File: src/rtl/led_scan_controller.sv
// led_scan_controller: column-scanned LED display controller for an N x N game-of-life grid.
//
// Ports:
//   clk          - clock, all state updates on the rising edge
//   rst_n        - asynchronous active-low reset
//   run          - scan enable; low forces IDLE on the next cycle
//   cells_in     - next frame offered by the game-of-life core (N*N bits)
//   cells_valid  - cells_in is valid
//   cells_ready  - pending buffer can accept a frame
//   ena          - column drive enable to the LED array driver
//   x            - active column index (always < N)
//   cells        - frame currently displayed; changes only at frame boundaries
//   frame_start  - one-cycle pulse with the first dark cycle of column 0
//
// Each column is shown as BLANK_TICKS dark cycles (x already switched) followed
// by DWELL_TICKS lit cycles, so x and cells never change while ena is high.
module led_scan_controller #(
    parameter int N           = 5,
    parameter int DWELL_TICKS = 1000,
    parameter int BLANK_TICKS = 16
) (
    input  logic                 clk,
    input  logic                 rst_n,
    input  logic                 run,
    input  logic [N*N-1:0]       cells_in,
    input  logic                 cells_valid,
    output logic                 cells_ready,
    output logic                 ena,
    output logic [$clog2(N):0]   x,
    output logic [N*N-1:0]       cells,
    output logic                 frame_start
);

    localparam int XW   = $clog2(N) + 1;
    localparam int MAXT = (DWELL_TICKS > BLANK_TICKS) ? DWELL_TICKS : BLANK_TICKS;
    localparam int CW   = (MAXT > 1) ? $clog2(MAXT) : 1;

    localparam logic [CW-1:0] BLANK_LAST = CW'(BLANK_TICKS - 1);
    localparam logic [CW-1:0] DWELL_LAST = CW'(DWELL_TICKS - 1);
    localparam logic [XW-1:0] X_LAST     = XW'(N - 1);

    if (N < 1 || N > 8) begin : g_bad_n
        $error("led_scan_controller: N=%0d outside 1..8", N);
    end
    if (DWELL_TICKS < 1) begin : g_bad_dwell
        $error("led_scan_controller: DWELL_TICKS=%0d below 1", DWELL_TICKS);
    end
    if (BLANK_TICKS < 1) begin : g_bad_blank
        $error("led_scan_controller: BLANK_TICKS=%0d below 1", BLANK_TICKS);
    end

    typedef enum logic [1:0] {
        IDLE  = 2'd0,
        BLANK = 2'd1,
        ON    = 2'd2
    } state_t;

    state_t          state_q, state_d;
    logic [CW-1:0]   cnt_q, cnt_d;
    logic [XW-1:0]   x_q, x_d;
    logic            ena_q, ena_d;
    logic            frame_start_q, frame_start_d;
    logic [N*N-1:0]  cells_q, cells_d;
    logic [N*N-1:0]  pend_q, pend_d;
    logic            pend_full_q, pend_full_d;
    logic            cells_ready_q, cells_ready_d;
    logic            boundary;
    logic            capture;
    logic            xfer;

    always_comb begin
        state_d  = state_q;
        cnt_d    = cnt_q + 1'b1;
        x_d      = x_q;
        ena_d    = ena_q;
        boundary = 1'b0;
        if (!run) begin
            state_d = IDLE;
            cnt_d   = '0;
            x_d     = '0;
            ena_d   = 1'b0;
        end else begin
            case (state_q)
                IDLE: begin
                    state_d  = BLANK;
                    cnt_d    = '0;
                    x_d      = '0;
                    ena_d    = 1'b0;
                    boundary = 1'b1;
                end
                BLANK: begin
                    if (cnt_q == BLANK_LAST) begin
                        state_d = ON;
                        cnt_d   = '0;
                        ena_d   = 1'b1;
                    end
                end
                ON: begin
                    if (cnt_q == DWELL_LAST) begin
                        state_d  = BLANK;
                        cnt_d    = '0;
                        ena_d    = 1'b0;
                        boundary = (x_q == X_LAST);
                        x_d      = boundary ? '0 : x_q + 1'b1;
                    end
                end
                default: begin
                    state_d = IDLE;
                    cnt_d   = '0;
                    x_d     = '0;
                    ena_d   = 1'b0;
                end
            endcase
        end
        frame_start_d = boundary;
        // Capture and transfer are mutually exclusive: capture needs an empty
        // buffer, transfer needs a full one.
        capture     = cells_valid && cells_ready_q;
        xfer        = boundary && pend_full_q;
        cells_d     = xfer ? pend_q : cells_q;
        pend_d      = capture ? cells_in : pend_q;
        pend_full_d = xfer ? 1'b0 : (capture ? 1'b1 : pend_full_q);
        // Ready reopens one cycle after a transfer, i.e. after frame_start is shown.
        cells_ready_d = !pend_full_d && !xfer;
    end

    always_ff @(posedge clk or negedge rst_n) begin
        if (!rst_n) begin
            state_q       <= IDLE;
            cnt_q         <= '0;
            x_q           <= '0;
            ena_q         <= 1'b0;
            frame_start_q <= 1'b0;
            cells_q       <= '0;
            pend_q        <= '0;
            pend_full_q   <= 1'b0;
            cells_ready_q <= 1'b1;
        end else begin
            state_q       <= state_d;
            cnt_q         <= cnt_d;
            x_q           <= x_d;
            ena_q         <= ena_d;
            frame_start_q <= frame_start_d;
            cells_q       <= cells_d;
            pend_q        <= pend_d;
            pend_full_q   <= pend_full_d;
            cells_ready_q <= cells_ready_d;
        end
    end

    assign ena         = ena_q;
    assign x           = x_q;
    assign cells       = cells_q;
    assign frame_start = frame_start_q;
    assign cells_ready = cells_ready_q;

endmodule

File: config.mk
export PLATFORM = sky130hd
export DESIGN_NAME = led_scan_controller
export DESIGN_NICKNAME = d
export VERILOG_FILES = /design/src/rtl/led_scan_controller.sv
export SDC_FILE = /design/constraint.sdc
export NUM_CORES = 1
export LEC_CHECK = 0
export CORE_MARGIN = 1
export CORE_UTILIZATION = 53
export CTS_BUF_LIST = sky130_fd_sc_hd__clkbuf_8
export CTS_CLUSTER_SIZE = 28
export DETAILED_ROUTE_END_ITERATION = 16
export GPL_ROUTABILITY_DRIVEN = 1
export GPL_TIMING_DRIVEN = 0
export PLACE_DENSITY = 0.83
export SLEW_MARGIN = 20
export SYNTH_ARGS = -nofsm -noshare
export SYNTH_HDL_FRONTEND = slang
export SYNTH_SLANG_ARGS = --single-unit
File: constraint.sdc
create_clock -name clk -period 2.5 [get_ports clk]
set_input_delay 0.5 -clock clk [delete_from_list [all_inputs] [get_ports clk]]
set_output_delay 0.5 -clock clk [all_outputs]
set_load 0.01 [all_outputs]
==> impl_metrics.env, run 1 <==
export IMPL_port_buffers=59
export IMPL_gp_congestion=0.783
export IMPL_status="complete, no violations"
export IMPL_crit_path_end_kind="flip-flop"
export IMPL_rr_startpoint="state_q[0]$_DFFE_PN0P_"
export IMPL_crit_required_ps=2720
export IMPL_cts_root_buf="clkbuf_8"
export IMPL_rows=27
export IMPL_post_cts_resized=0
export IMPL_grt_pass1_wl_um=9340
export IMPL_ant_nets=0
export IMPL_track_usage=0.208
export IMPL_area_growth_syn_to_layout_pct=29.8
export IMPL_ys_seq_elements=69
export IMPL_slew_viol_final=0
export IMPL_grt_overflow_total=0
export IMPL_yosysTopAreaCellShare=0.566
export IMPL_crit_path_max_incr_delay_ps=430
export IMPL_startpoint_type="flip-flop"
export IMPL_ys_seq_area_frac=0.575
export IMPL_place_area_um2=3710
export IMPL_final_area_um2=3900
export IMPL_tns_ps=0
export IMPL_avgViaCountPerCell=5.20
export IMPL_rsz0062_at_grt="no"
export IMPL_clkLatencyLatePin_ps=340
export IMPL_worst_setup_path_type="reg -> reg"
export IMPL_report_final_setup_viol=0
export IMPL_utilization=0.713
export IMPL_postSynthNetCount=241
export IMPL_dp_slack_ps=230
export IMPL_whs_path_depth=1
export IMPL_r2r_slack_ps=270
export IMPL_cp_slowest_cell="dfrtp_1"
export IMPL_start_util=0.549
export IMPL_drc=0
export IMPL_min_path_type="reg -> reg"
export IMPL_place_hpwl_um=3800
export IMPL_cts_clk_slew_worst_paths_ps=80
export IMPL_cp_top_family="simple AND/OR/NAND/NOR gates"
export IMPL_crit_path_cell_trace="inv_1, ha_1, nand4b_1, nor4_2, o211ai_2, buf_6, mux2_4"
export IMPL_drive_gt1_frac=0.288
export IMPL_p_leak_nw=1.70
export IMPL_ios=61
export IMPL_crit_arrival_ps=2450
export IMPL_numCtsBuffers=9
export IMPL_place_inst=337
export IMPL_yosysTopAreaCell="dfrtp_1"
export IMPL_synth_edf_count=0
export IMPL_async_reset_ff_frac=1.00
export IMPL_hold_slack_ps=463
export IMPL_min_to="cells_ready$_DFF_PN1_"
export IMPL_coreArea_um2=5470
export IMPL_fmax_ghz=0.448
export IMPL_yosys_warnings=0
export IMPL_die_h_um=77.3
export IMPL_die_area_um2=5980
export IMPL_grt_max_degree=60
export IMPL_synthFlopType="dfrtp_1"
export IMPL_synthesis_area_um2=3010
export IMPL_postCtsSetupBuffers=0
export IMPL_cts_tree="built"
export IMPL_tightest_slew_ps=588
export IMPL_cts_htree_levels=3
export IMPL_die_x_um=77.3
export IMPL_first_pass_iters=4
export IMPL_crit_fanout=10
export IMPL_synthTopCellsByArea="dfrtp_1 (57%), mux2_2 (12%), mux2_4 (10%)"
export IMPL_ir_drop_mv=0.663
export IMPL_cts_buffer_depth=2
export IMPL_grt_pass1_vias=1919
export IMPL_fin_cells=353
export IMPL_p_per_area_nw_per_um2=1110
export IMPL_finalWorstSetupSlack_ps=269
export IMPL_period_needed_ps=2230
export IMPL_first_iter_violations=59
export IMPL_clock_skew_ps=9.31
export IMPL_synth_most_common_cell="dfrtp_1"
export IMPL_cap_violations=0
export IMPL_dr_total_vias=1837
export IMPL_reg2regPathDepth=7
export IMPL_hp_start="pend_full_q$_DFF_PN0_"
export IMPL_yosysUniqueCellTypes=39
export IMPL_syn_area_per_cell_um2=14.7
export IMPL_r2r_end="cells[18]$_DFFE_PN0P_"
export IMPL_slew_headroom=0.608
export IMPL_synth_common_cells="dfrtp_1 (68), mux2_2 (31), mux2_4 (20)"
export IMPL_critPathBufInv=2
export IMPL_postSynthCellCount=205
export IMPL_grt_antenna_before_repair=0
export IMPL_timing_final_crit_share=0.892
export IMPL_finalNetCount=313
export IMPL_route_detailed_wl_per_inst_um=15.6
export IMPL_hold_viol=0
export IMPL_finalPower_mw=4.34
export IMPL_clkSinkCount=69
export IMPL_antenna_cells=0
export IMPL_totalWireLength_um=5500
==> how the worst max path moves through the flow <==
stage	startpoint	end	slack [ps]	cells after the start
finish	state_q[0]$_DFFE_PN0P_	cells[18]$_DFFE_PN0P_	270	7
global route	state_q[0]$_DFFE_PN0P_	cells[18]$_DFFE_PN0P_	160	7
CTS	state_q[0]$_DFFE_PN0P_	cells[18]$_DFFE_PN0P_	280	7
detailed placement	cells_valid	pend_q[3]$_DFFE_PN0P_	230	4
global placement	rst_n	cells[19]$_DFFE_PN0P_	-1340	1
floorplan	cnt_q[4]$_DFF_PN0_	cnt_q[2]$_DFF_PN0_	650	5
==> flip-flops by register name (all words and copies together), names as in the netlist <==
name / count
cells_ready: 1
state_q: 2
pend_q: 25
pend_full_q: 1
x: 4
cells: 25
frame_start: 1
cnt_q: 10
==> kinds of logic (layout without fill, tap and decap cells) <==
group | Yosys count | after routing | share of synthesized area
mux | 52 | 52 | 0.219
flops | 69 | 69 | 0.575
compound gates | 16 | 16 | 0.0550
xor+xnor | 9 | 9 | 0.0262
simple gates | 37 | 37 | 0.0683
fa+ha+maj | 7 | 7 | 0.0291
buf+inv | 15 | 91 | 0.0271
==> placed cells by master, fill, tap and decap left out, drive strengths merged, types with 2 or more instances in the layout <==
cell            n
xor2            5
clkdlybuf4s50  58
xnor2           4
nand4b          3
o41ai           2
nor2           13
dfrtp          68
clkinv          3
ha              7
inv             9
buf             6
a21oi           2
nand2           7
or4             2
o21a            2
nand3           4
nand4           2
mux2           51
clkbuf         12
o211ai          4
==> per-layer routing <==
layer  vias to the layer above  wire length [um]  part of all wire  track usage
li1                        872                 -                 -            -
met1                       914              2540              0.46        0.263
met2                        40              2680              0.49        0.339
met3                        11               188             0.034       0.0464
met4                         0                93             0.017       0.0962
met5                         -                 0                 0            0
==> report_power, final <==
group | leakage [nW] | switching [mW] | internal [mW]
logic | 0.758 | 0.582 | 1.07
registers | 0.847 | 0.258 | 1.58
clock network | 0.0960 | 0.403 | 0.446
total | 1.70 | 1.24 | 3.09
==> worst reg2reg max path: stages, from the launching register on <==
cell and delay, ps:
dfrtp_1 430, inv_1 100, ha_1 260, nand4b_1 180, nor4_2 310, o211ai_2 280, buf_6 250, mux2_4 310
==> timing repair <==
action | 4_1_cts | 5_1_grt
hold endpoints to repair | 10 | 0
hold buffers | 1 | 0
endpoints found under the setup margin | 0 | 0
==> layout make-up <==
| class | count | area [um^2] |
|---|---|---|
| sequential | 69 | 1730 |
| fill | 367 | 1570 |
| multi-input combinational | 121 | 1200 |
| timing repair buffer | 61 | 626 |
| clock buffer | 9 | 124 |
| tap | 72 | 90.1 |
| clock inverter | 6 | 56.3 |
| buffer | 7 | 51.3 |
| inverter | 8 | 30.0 |
(Power assumes the default switching activity.)
==> run 2: changes to the inputs <==
--- a/config.mk
+++ b/config.mk
@@ -5,6 +5,7 @@
 export SDC_FILE = /design/constraint.sdc
 export NUM_CORES = 1
 export LEC_CHECK = 0
+export CAP_MARGIN = 15
 export CORE_MARGIN = 1
 export CORE_UTILIZATION = 53
 export CTS_BUF_LIST = sky130_fd_sc_hd__clkbuf_8
==> results of run 2 <==
Same layout as run 1: the final DEF is identical, and so are final timing and power.
